## src/rtl/ha_seradd_pkg.sv

```systemverilog
// ---------------------------------------------------------------------------
// ha_seradd_pkg
// Shared definitions for the bit-serial adder controller:
//   state_t              - controller FSM states (ST_IDLE, ST_RUN, ST_DONE)
//   HA_SERADD_WIDTH_DEF  - default operand width
//   cnt_width()          - width of the bit counter for a given operand width
// No ports (package).
// ---------------------------------------------------------------------------
package ha_seradd_pkg;

  typedef enum logic [1:0] {
    ST_IDLE = 2'd0,
    ST_RUN  = 2'd1,
    ST_DONE = 2'd2
  } state_t;

  localparam int HA_SERADD_WIDTH_DEF = 8;

  // Counter must address bits 0..w-1; never narrower than one bit.
  function automatic int cnt_width(input int w);
    return (w <= 2) ? 1 : $clog2(w);
  endfunction

endpackage

```

## src/rtl/ha.sv

```systemverilog
// ---------------------------------------------------------------------------
// ha
// Half-adder cell.
// Ports:
//   a, b : input bits
//   s    : sum (a ^ b)
//   c    : carry (a & b)
// ---------------------------------------------------------------------------
module ha (
  input  logic a,
  input  logic b,
  output logic s,
  output logic c
);

  assign s = a ^ b;
  assign c = a & b;

endmodule

```

## src/rtl/ha_fa_bit.sv

```systemverilog
// ---------------------------------------------------------------------------
// ha_fa_bit
// One-bit full adder built from two half-adder cells; the two partial
// carries can never both be 1, so an OR merges them.
// Ports:
//   a, b, cin : input bits
//   s         : sum bit
//   cout      : carry out
// ---------------------------------------------------------------------------
module ha_fa_bit (
  input  logic a,
  input  logic b,
  input  logic cin,
  output logic s,
  output logic cout
);

  logic s0;
  logic c0;
  logic c1;

  ha u_ha0 (
    .a (a),
    .b (b),
    .s (s0),
    .c (c0)
  );

  ha u_ha1 (
    .a (s0),
    .b (cin),
    .s (s),
    .c (c1)
  );

  assign cout = c0 | c1;

endmodule

```

## src/rtl/ha_serial_adder_ctrl.sv

```systemverilog
// ---------------------------------------------------------------------------
// ha_serial_adder_ctrl
// Bit-serial WIDTH-bit adder. Operands are accepted with a valid/ready
// handshake, summed one bit per cycle through a single ha_fa_bit cell, and
// the result is offered with a second valid/ready handshake.
//
// Optional feature macro: HA_SERADD_SUB_EN
//   When defined, adds port op_sub; op_sub=1 at accept computes A + ~B + 1
//   (A - B), and carry_out=1 then means "no borrow".
//
// Parameters:
//   WIDTH     - operand/result width, 2..64
// Ports:
//   clk       - clock, rising edge
//   rst_n     - asynchronous active-low reset
//   in_valid  - operands presented
//   in_ready  - operands accepted (combinational, high only in IDLE)
//   op_a      - addend A
//   op_b      - addend B
//   op_sub    - subtract select (only with HA_SERADD_SUB_EN)
//   out_valid - result valid (registered)
//   out_ready - consumer accepts result
//   sum       - result (registered)
//   carry_out - final carry / not-borrow (registered)
//   busy      - high in RUN or DONE (registered)
// ---------------------------------------------------------------------------
module ha_serial_adder_ctrl
  import ha_seradd_pkg::*;
#(
  parameter int WIDTH = HA_SERADD_WIDTH_DEF
) (
  input  logic             clk,
  input  logic             rst_n,
  input  logic             in_valid,
  output logic             in_ready,
  input  logic [WIDTH-1:0] op_a,
  input  logic [WIDTH-1:0] op_b,
`ifdef HA_SERADD_SUB_EN
  input  logic             op_sub,
`endif
  output logic             out_valid,
  input  logic             out_ready,
  output logic [WIDTH-1:0] sum,
  output logic             carry_out,
  output logic             busy
);

  localparam int             CW   = cnt_width(WIDTH);
  localparam logic [CW-1:0]  LAST = CW'(WIDTH - 1);

  state_t           state_reg,     state_next;
  logic [WIDTH-1:0] a_sh_reg,      a_sh_next;
  logic [WIDTH-1:0] b_sh_reg,      b_sh_next;
  logic [WIDTH-1:0] res_reg,       res_next;
  logic             carry_reg,     carry_next;
  logic [CW-1:0]    cnt_reg,       cnt_next;
  logic             out_valid_reg, out_valid_next;
  logic             carry_out_reg, carry_out_next;
  logic             busy_reg,      busy_next;

  // Subtract select and the B operand as it will be latched.
  logic             sub_sel;
  logic [WIDTH-1:0] op_b_eff;

`ifdef HA_SERADD_SUB_EN
  assign sub_sel = op_sub;
`else
  assign sub_sel = 1'b0;
`endif

  // Conditional per-bit inversion of B for subtraction.
  genvar gi;
  generate
    for (gi = 0; gi < WIDTH; gi++) begin : g_binv
      assign op_b_eff[gi] = op_b[gi] ^ sub_sel;
    end
  endgenerate

  // The single shared full-adder cell.
  logic fa_s;
  logic fa_cout;

  ha_fa_bit u_fa (
    .a    (a_sh_reg[0]),
    .b    (b_sh_reg[0]),
    .cin  (carry_reg),
    .s    (fa_s),
    .cout (fa_cout)
  );

  // State and datapath registers.
  always_ff @(posedge clk or negedge rst_n) begin
    if (!rst_n) begin
      state_reg     <= ST_IDLE;
      a_sh_reg      <= '0;
      b_sh_reg      <= '0;
      res_reg       <= '0;
      carry_reg     <= 1'b0;
      cnt_reg       <= '0;
      out_valid_reg <= 1'b0;
      carry_out_reg <= 1'b0;
      busy_reg      <= 1'b0;
    end else begin
      state_reg     <= state_next;
      a_sh_reg      <= a_sh_next;
      b_sh_reg      <= b_sh_next;
      res_reg       <= res_next;
      carry_reg     <= carry_next;
      cnt_reg       <= cnt_next;
      out_valid_reg <= out_valid_next;
      carry_out_reg <= carry_out_next;
      busy_reg      <= busy_next;
    end
  end

  // Next-state and datapath update.
  always_comb begin
    state_next     = state_reg;
    a_sh_next      = a_sh_reg;
    b_sh_next      = b_sh_reg;
    res_next       = res_reg;
    carry_next     = carry_reg;
    cnt_next       = cnt_reg;
    out_valid_next = out_valid_reg;
    carry_out_next = carry_out_reg;
    busy_next      = busy_reg;

    case (state_reg)
      ST_IDLE: begin
        if (in_valid) begin
          a_sh_next  = op_a;
          b_sh_next  = op_b_eff;
          cnt_next   = '0;
          carry_next = sub_sel;
          busy_next  = 1'b1;
          state_next = ST_RUN;
        end
      end

      ST_RUN: begin
        // LSB-first: each sum bit enters at the MSB, so after WIDTH shifts
        // bit 0 of the result has arrived at position 0.
        res_next   = {fa_s, res_reg[WIDTH-1:1]};
        carry_next = fa_cout;
        a_sh_next  = a_sh_reg >> 1;
        b_sh_next  = b_sh_reg >> 1;
        if (cnt_reg == LAST) begin
          // Counter holds at the terminal count rather than wrapping.
          carry_out_next = fa_cout;
          out_valid_next = 1'b1;
          state_next     = ST_DONE;
        end else begin
          cnt_next = cnt_reg + CW'(1);
        end
      end

      ST_DONE: begin
        if (out_ready) begin
          out_valid_next = 1'b0;
          busy_next      = 1'b0;
          state_next     = ST_IDLE;
        end
      end

      default: begin
        state_next     = ST_IDLE;
        out_valid_next = 1'b0;
        busy_next      = 1'b0;
      end
    endcase
  end

  assign in_ready  = (state_reg == ST_IDLE);
  assign out_valid = out_valid_reg;
  assign sum       = res_reg;
  assign carry_out = carry_out_reg;
  assign busy      = busy_reg;

endmodule

```

## config.mk

```make
export PLATFORM = sky130hd
export DESIGN_NAME = ha_serial_adder_ctrl
export DESIGN_NICKNAME = d
export VERILOG_FILES = /design/src/rtl/ha_seradd_pkg.sv /design/src/rtl/ha.sv /design/src/rtl/ha_fa_bit.sv /design/src/rtl/ha_serial_adder_ctrl.sv
export SDC_FILE = /design/constraint.sdc
export NUM_CORES = 1
export LEC_CHECK = 0
export CAP_MARGIN = 5
export CORE_ASPECT_RATIO = 1.1
export CORE_MARGIN = 2
export CORE_UTILIZATION = 35
export CTS_CLUSTER_SIZE = 24
export DETAILED_ROUTE_END_ITERATION = 16
export SKIP_LAST_GASP = 1
export SLEW_MARGIN = 40
export SYNTH_ARGS = -nofsm -noshare
export SYNTH_HDL_FRONTEND = slang
export SYNTH_SLANG_ARGS = --single-unit
export TNS_END_PERCENT = 30
```

## constraint.sdc

```tcl
create_clock -name clk -period 1.4 [get_ports clk]
set_input_delay 0.28 -clock clk [delete_from_list [all_inputs] [get_ports clk]]
set_output_delay 0.28 -clock clk [all_outputs]
set_load 0.02 [all_outputs]
```

## After elaboration in Yosys (flattened, before gate mapping)

Index checks and enable logic that the tools add are counted.

- Flip-flop bits (word level): 33
- Input bits: 20
- Output and inout port bits: 12
- Logic and storage cells: 50

- Add/subtract/negate cells: 1
- Equal/unequal tests: 7
- Mux-type cells: 18
- Bitwise logic cells: 7
- Reductions and logical operators: 8

Operators by type and width:

| operator | count |
|---|---|
| $pmux W8 S2 | 2 |
| $mux W8 | 2 |
| $reduce_and A3 Y1 | 4 |
| $ne A2 B2 Y1 const B | 4 |
| $mux W2 | 3 |
| $mux W3 | 2 |
| $pmux W1 S3 | 2 |
| $pmux W2 S3 | 1 |
| $pmux W3 S2 | 1 |
| $mux W1 | 4 |
| $reduce_and A2 Y1 | 2 |
| $add A3 B1 Y3 const B | 1 |
| $eq A3 B3 Y1 const B | 1 |
| $and A1 B1 Y1 | 2 |
| $eq A2 B1 Y1 const B | 1 |
| $eq A2 B2 Y1 const B | 1 |
| $logic_not A2 Y1 | 1 |
| $not A1 Y1 | 2 |
| $pmux W1 S2 | 1 |
| $reduce_bool A2 Y1 | 1 |
| $xor A1 B1 Y1 | 2 |
| $or A1 B1 Y1 | 1 |

## Longest topological paths before layout

Gate-level depths: netlist of run 1.

- Depth after elaboration: 4
- Gate-level depth with buffers: 6
- Mapped depth without buffers: 5

## Hierarchy

A second synthesis of run 1 with hierarchy kept.

- Cell total of the unflattened synthesis: 140
- Area total of the unflattened synthesis: 1503.9 µm²

By module, submodules not included:

| module | times used | cells each | area an instance (µm²) |
|---|---|---|---|
| ha_serial_adder_ctrl | 1 | 137 | 1472.7 |
| ha | 2 | 1 | 12.5 |
| ha_fa_bit | 1 | 1 | 6.3 |

## Least setup slack after synthesis of run 1

Ideal clock, no wire load.

- Path type: reg-to-reg
- From: reg cnt_reg[0]
- To: reg carry_out_reg, in the netlist carry_out
- Arrival time: 1.254 ns
- Data required time: 1.275 ns
- Slack: 0.021 ns
- Cell stages (with the launch flop): 6
- Path through: dfrtp_1 > ha_1 > ha_1 > buf_2 > nand2_2 > mux2_4

- Cells in the longest elaborated chain, start to end: 2

Ends and longest elaborated chain:

| element | RTL line | source |
|---|---|---|
| from (decl) | ha_serial_adder_ctrl.sv:56 | `logic [CW-1:0] cnt_reg, cnt_next;` |
| from (signal assigned) | ha_serial_adder_ctrl.sv:109 | `cnt_reg <= cnt_next;` |
| $eq A3 B3 Y1 | ha_serial_adder_ctrl.sv:147 | `if (cnt_reg == LAST) begin` |
| $reduce_and A2 Y1 (no line) | -- |  |
| to (signal assigned) | ha_serial_adder_ctrl.sv:111 | `carry_out_reg <= carry_out_next;` |
| to (decl) | ha_serial_adder_ctrl.sv:58 | `logic carry_out_reg, carry_out_next;` |

No other way between the ends.
A chain may end at the register's enable or synchronous reset.

## Worst setup path in the final report of run 1

- From: reg out_valid_reg, in the netlist out_valid
- To: out out_valid

RTL lines:

| element | RTL line | source |
|---|---|---|
| from (decl) | ha_serial_adder_ctrl.sv:57 | `logic out_valid_reg, out_valid_next;` |
| from (signal assigned) | ha_serial_adder_ctrl.sv:110 | `out_valid_reg <= out_valid_next;` |
| to (decl) | ha_serial_adder_ctrl.sv:41 | `output logic out_valid,` |

No word-level cell between the ends.

==> run metrics, run 1 <==
TritonCTS clock tree=done; Peak supply drop=1.01 mV; Worst R2R Path Depth=4; DRT iter0 DRCs=25; Cell Pwr Density=2190 mW/mm²; post-synthesis register bit count=33; vias in the first global route=approximately 1,300; Psw=around 1600 µW; ys async rst share=1.00; MaxCap Viol Count=0; via count=1,294; largest net degree at the start of global routing=34; Hold Slack=about 0.37 ns; Reg2Reg Capture Point=carry_out$_DFFE_PN0P_; cell row count=24; period utilization=1.10; number of library cell types mapped by synthesis=27; Mapped Avg Cell Area=between 10 and 15 µm²; PortBufs=31; status=finished with violations; Worst Path Class, Setup=reg -> out; TritonRoute pass-1 iters=4; clk root buf=clkbuf_8; design area=0.00205 mm²; Final Setup Violations=7; area of the multi-input gates=approximately 590 µm²; Area growth syn-to-layout=37.6%; worst setup margin=-0.136 ns; cts hold-fix bufs=0; grt total ovfl=0; count of final hold-check violations=0; Nets=between 200 and 250; pre-CTS worst setup slack=-0.113 ns; Crit. End Element=output port; Worst Tran Pin Value=0.320 ns; critical path fanouts, max=3; core area=just over 0.004 mm²; first-pass GRT wire length=a little under 6000 µm; post-synthesis compound-gate area fraction=0.239; DRT antenna net count=0; EDFF count, synth=0; FMAX=roughly 650 MHz; CP Launch Type=flop; sequential area share after synthesis=0.555; Clock Skews=0.00873 ns; most common cell after layout, fill and taps aside=dfrtp_1; routed wire length=~3500 µm; family with the most delay on the worst path=buffers and inverters; Cell Area, Synth=between 0.001 and 0.0015 mm²; clock slew at the register clock pins of the worst setup and hold paths=about 0.07 ns; max incr delay on CP=roughly 0.61 ns; Total Power=4480 µW; crit-path cells=clkdlybuf4s50_1; highest-count cells in the layout ignoring fill and taps=33 x dfrtp_1, 26 x nand2_1, 25 x clkdlybuf4s50_1; RSZ-0062 raised after global routing=yes; FF/Latch Area=826 µm²; per-cell via count in the routed design=roughly 5.3; Main synth FF type=dfrtp_1; H-tree levels=2; Worst EP required=around 1.1 ns; Hold WC Path Type=in -> async; Sw Share=0.363; Reg power frac=0.377; xor/xnor share of the synthesized area=0; clock latency on the worst-skew pair=0.29 ns; fill count=~400; Initial Util=0.370; num ports=32; antenna violations before repair=0; failing checks=setup timing; GRT Total Usage=0.158; GP Congestion=0.763; fraction of the mapped netlist area in adder cells=0.0303; CTS Buffer Depth=2; clk sinks=33; crit path DAT=roughly 1.3 ns; die area=approximately 0.0048 mm²; Min Clock Period, post-route=roughly 1.5 ns; chip height=a little over 70 µm; Post-CTS Setup Bufs=0; Post-Syn Instances=~150; TritonCTS buffer count=5; wire per inst=roughly 14 µm; share of cells above drive strength 1=0.153; Synth Warn #=0; Final Core Density=0.509; net count after synthesis=roughly 170; Max Slew Vio Count=0; Static Leak=around 0.00092 µW; hpwl dp=2490 µm; flop2flop setup slack=0 ns; Antenna Cells=0; Slew headroom=0.785; area post-placement=0.00193 mm²; Pint=between 2000 and 3000 µW; worst r2r src=cnt_reg[0]$_DFFE_PN0P_; Buf+Inv Stages, Crit Path=1; combinational power share=0.417; simple-gate share of the synthesized area=0.118; Clk network pwr share=0.206; die width=about 66 µm; multiplexer share of the synthesized area=0.0101; largest family of logic cells by synthesized area=compound AO/OA/AOI/OAI gates; DRC Markers=0; critical path's slowest cell=clkdlybuf4s50_1
-- synth_stat cells, types with 2 or more instances --
| cell | n | share of area |
|---|---|---|
| dfrtp_1 | 33 | 0.55 |
| nand2_1 | 26 | 0.066 |
| o22ai_1 | 24 | 0.10 |
| a21oi_1 | 15 | 0.050 |
| buf_2 | 6 | 0.020 |
| o21ai_0 | 5 | 0.017 |
| buf_4 | 4 | 0.020 |
| nand2b_1 | 4 | 0.017 |
| nor2_1 | 4 | 0.010 |
| o2bb2ai_1 | 4 | 0.024 |
| a22oi_1 | 2 | 0.010 |
| a2bb2oi_1 | 2 | 0.012 |
| ha_1 | 2 | 0.017 |
| inv_2 | 2 | 0.0050 |
-- area by class of cell --
type	instances	share of cell area
Inverter	3	0.00549
Clock inverter	1	0.0147
Clock buffer	7	0.0421
Sequential cell	33	0.403
Tap cell	52	0.0317
Timing Repair Buffer	46	0.214
Multi-Input combinational cell	100	0.289
-- what timing repair did --
item / CTS / global route
resized for setup: 3 / 3
pin swaps: 0 / 0
endpoints found under the setup margin: 12 / 13
-- cell families after synthesis --
kind of cell | after synthesis
AO/OA/AOI/OAI | 56
flip-flops | 33
buffers and inverters | 13
adder cells (fa/ha/maj) | 3
multiplexers | 1
AND/OR/NAND/NOR | 40
-- per-layer routing --
metal / routed length, µm / global-route usage / part of all wire / up-vias
li1: - / - / - / 618
met1: 1530 / 0.202 / 0.44 / 623
met3: 184 / 0.0403 / 0.053 / 9
met2: 1660 / 0.257 / 0.48 / 44
met5: 0 / 0 / 0 / -
met4: 78 / 0.0612 / 0.023 / 0
-- per-stage QoR --
stage | instances | setup TNS (ns)
floorplan | 146 | 0
global placement | 234 | -0.801
detailed placement | 234 | -1.44
CTS | 242 | -1.38
global route | 242 | -1.34
finish | 242 | -0.835
-- power by group through the flow --
stage	registers [µW]	logic, µW	clock network (µW)
2_1_floorplan	1810	1100	0
3_3_place_gp	1680	1870	0
3_5_place_dp	1710	1930	0
4_1_cts	1700	1900	943
5_1_grt	1750	2080	1000
6_report	1690	1870	922
-- worst reg2reg max path, stage by stage, from the launching register on --
cell and delay [ns]:
dfrtp_1 0.39, ha_1 0.20, ha_1 0.28, nand2_2 0.12, mux2_4 0.29
-- how the worst max path moves through the flow --
stage                                 startpoint                       to  slack (ns)  cells past startpoint
after global routing       out_valid$_DFFE_PN0P_                out_valid       -0.19                      1
final                      out_valid$_DFFE_PN0P_                out_valid       -0.14                      1
after global placement                  in_valid    carry_reg$_DFFE_PN0P_       -0.09                      4
after detailed placement                in_valid  a_sh_reg[5]$_DFFE_PN0P_       -0.11                      5
after CTS                     sum[2]$_DFFE_PN0P_                   sum[2]       -0.15                      1
after floorplan           cnt_reg[0]$_DFFE_PN0P_    carry_out$_DFFE_PN0P_        0.02                      5
Power figures use the tool's default switching activity.
==> run 2: changes to the inputs <==
--- a/config.mk
+++ b/config.mk
@@ -15,5 +15,6 @@
 export SLEW_MARGIN = 40
 export SYNTH_ARGS = -nofsm -noshare
 export SYNTH_HDL_FRONTEND = slang
+export SYNTH_HIERARCHICAL = 1
 export SYNTH_SLANG_ARGS = --single-unit
 export TNS_END_PERCENT = 30
==> run metrics, run 2 <==
FMAX=~650 MHz; Nets=just over 200; GRT Total Usage=0.155; cts hold-fix bufs=0; Post-synth top cells=33 x dfrtp_1, 25 x nand2_1, 19 x o22ai_1; share of cells above drive strength 1=0.155; Mapped Avg Cell Area=between 10 and 15 µm²; die width=~67 µm; PortBufs=31; Main synth FF type=dfrtp_1; TritonCTS buffer count=5; num ports=32; critical path fanouts, max=3; per-cell via count in the routed design=approximately 5.3; die area=between 0.004 and 0.005 mm²; Synth Warn #=6; Hold WC Path Type=in -> async; largest net degree at the start of global routing=34; Slew headroom=0.779; clock latency on the worst-skew pair=~0.28 ns; core area=roughly 0.0042 mm²; RSZ-0062 raised after global routing=yes; worst r2r src=b_sh_reg[0]$_DFFE_PN0P_; EDFF count, synth=0; clock slew at the register clock pins of the worst setup and hold paths=approximately 0.070 ns; DRT antenna net count=0; via count=between 1,000 and 1,500; DRC Markers=0; Worst Path Class, Setup=reg -> out; crit-path cells=clkdlybuf4s50_1; clk root buf=clkbuf_8; post-synthesis register bit count=33; grt total ovfl=0; count of final hold-check violations=0; setup_tns=-0.769 ns; Cell Pwr Density=2160 mW/mm²; wire per inst=approximately 14 µm; Worst EP required=between 1 and 1.5 ns; CTS Buffer Depth=2; most numerous cell in the Yosys netlist=dfrtp_1; failing checks=setup timing; MaxCap Viol Count=0; Worst R2R Path Depth=4; Final Setup Violations=7; Reg2Reg Capture Point=carry_out$_DFFE_PN0P_; first-pass GRT wire length=about 5600 µm; status=finished with violations; Static Leak=0.000914 µW; flop2flop setup slack=-0.05 ns; highest-count cells in the layout ignoring fill and taps=33 x dfrtp_1, 25 x nand2_1, 24 x clkdlybuf4s50_1; H-tree levels=2; Antenna Cells=0; DRT iter0 DRCs=74; post-synth top area share=0.549; Worst Tran Pin Value=about 0.33 ns; Min Clock Period, post-route=~1.5 ns; Crit. End Element=output port; Total Power=approximately 4300 µW; period utilization=1.10; critical path's slowest cell=clkdlybuf4s50_1; max incr delay on CP=0.61 ns; routed wire length=3340 µm; antenna violations before repair=0; family with the most delay on the worst path=buffers and inverters; most common cell after layout, fill and taps aside=dfrtp_1; Clock Skews=about 0.0064 ns; TritonRoute pass-1 iters=4; cell taking the most area after synthesis=dfrtp_1; Buf+Inv Stages, Crit Path=1; worst setup margin=-0.138 ns; Area growth syn-to-layout=33.3%; net count after synthesis=approximately 160; ys async rst share=1.00; Initial Util=0.356; crit path DAT=roughly 1.3 ns; chip height=~73 µm; fill count=413; clk sinks=33; Cell Area, Synth=around 0.0015 mm²; synth top area cells=dfrtp_1 55%, o22ai_1 7.9%, nand2_1 6.2%, a2bb2oi_1 4.1%, a21oi_1 3.3%; hpwl dp=~2400 µm; Post-Syn Instances=140; CP Launch Type=flop; number of library cell types mapped by synthesis=33; GP Congestion=between 0.7 and 0.8; cell row count=25; Max Slew Vio Count=0; TritonCTS clock tree=done; Peak supply drop=0.751 mV; sequential area share after synthesis=0.549; vias in the first global route=1,238; Post-CTS Setup Bufs=0
[run 2: changes by cell type after synthesis, moves of 2 or more]
| cell | change |
|---|---|
| a21oi_1 | -5 |
| a2bb2oi_1 | +5 |
| o22ai_1 | -5 |
| o21ai_0 | -3 |
| buf_2 | -2 |
| ha_1 | +2 |
| nand2b_1 | -2 |
| nand2b_2 | +2 |
| nor2_1 | -2 |
[run 2: area by class of cell]
| type | instances | area [µm²] | share of cell area |
|---|---|---|---|
| Timing Repair Buffer | 42 | 412 | 0.205 |
| Multi-Input combinational cell | 95 | 606 | 0.302 |
| Sequential cell | 33 | 826 | 0.412 |
| Inverter | 3 | 13.8 | 0.00687 |
| Tap cell | 54 | 67.6 | 0.0337 |
| Clock buffer | 8 | 80.1 | 0.0400 |
[run 2: kinds of logic (layout without fill, tap and decap cells)]
logic type,count (synthesis),count (layout),share of synthesized area
multiplexers,1,1,0.00998
adder cells (fa/ha/maj),4,4,0.0333
AND/OR/NAND/NOR,40,40,0.127
AO/OA/AOI/OAI,50,50,0.230
flip-flops,33,33,0.549
buffers and inverters,12,53,0.0499
[run 2: what timing repair did]
item	in CTS	in global routing
endpoints found under the hold margin	0	0
resized for setup	3	4
cloned	0	0
pin swaps	0	0
endpoints found under the setup margin	13	15
[run 2: worst max path at each step]
stage	startpoint	end	slack, ns	cells past startpoint
6_report	sum[1]$_DFFE_PN0P_	sum[1]	-0.14	1
5_1_grt	sum[1]$_DFFE_PN0P_	sum[1]	-0.18	1
4_1_cts	sum[2]$_DFFE_PN0P_	sum[2]	-0.16	1
3_5_place_dp	in_valid	a_sh_reg[6]$_DFFE_PN0P_	-0.22	4
3_3_place_gp	in_valid	a_sh_reg[2]$_DFFE_PN0P_	-0.10	4
2_1_floorplan	b_sh_reg[0]$_DFFE_PN0P_	carry_out$_DFFE_PN0P_	-0.007	4
[run 2: power breakdown]
part	total (µW)	switching [µW]	internal (µW)
Sequential	1670	282	1390
Clock	675	323	353
Combinational	1990	1020	966
[run 2: stage by stage]
step	area (µm²)	std cells	hold WS, ns	setup WS [ns]	utilization
2_1_floorplan	1510	140	-0.0156	-0.00676	-
3_3_place_gp	1920	227	0.462	-0.104	0.454
3_5_place_dp	1920	227	0.463	-0.224	0.454
4_1_cts	1990	235	0.371	-0.160	0.472
5_1_grt	2000	235	0.390	-0.178	0.475
6_report	2000	235	0.370	-0.138	0.475
[run 2: layer usage]
layer | global-route usage | routed length (µm) | up-vias
met2 | 0.260 | 1670 | 37
met1 | 0.186 | 1430 | 607
met4 | 0.0703 | 63 | 0
li1 | - | - | 589
met5 | 0 | 0 | -
met3 | 0.0417 | 176 | 6
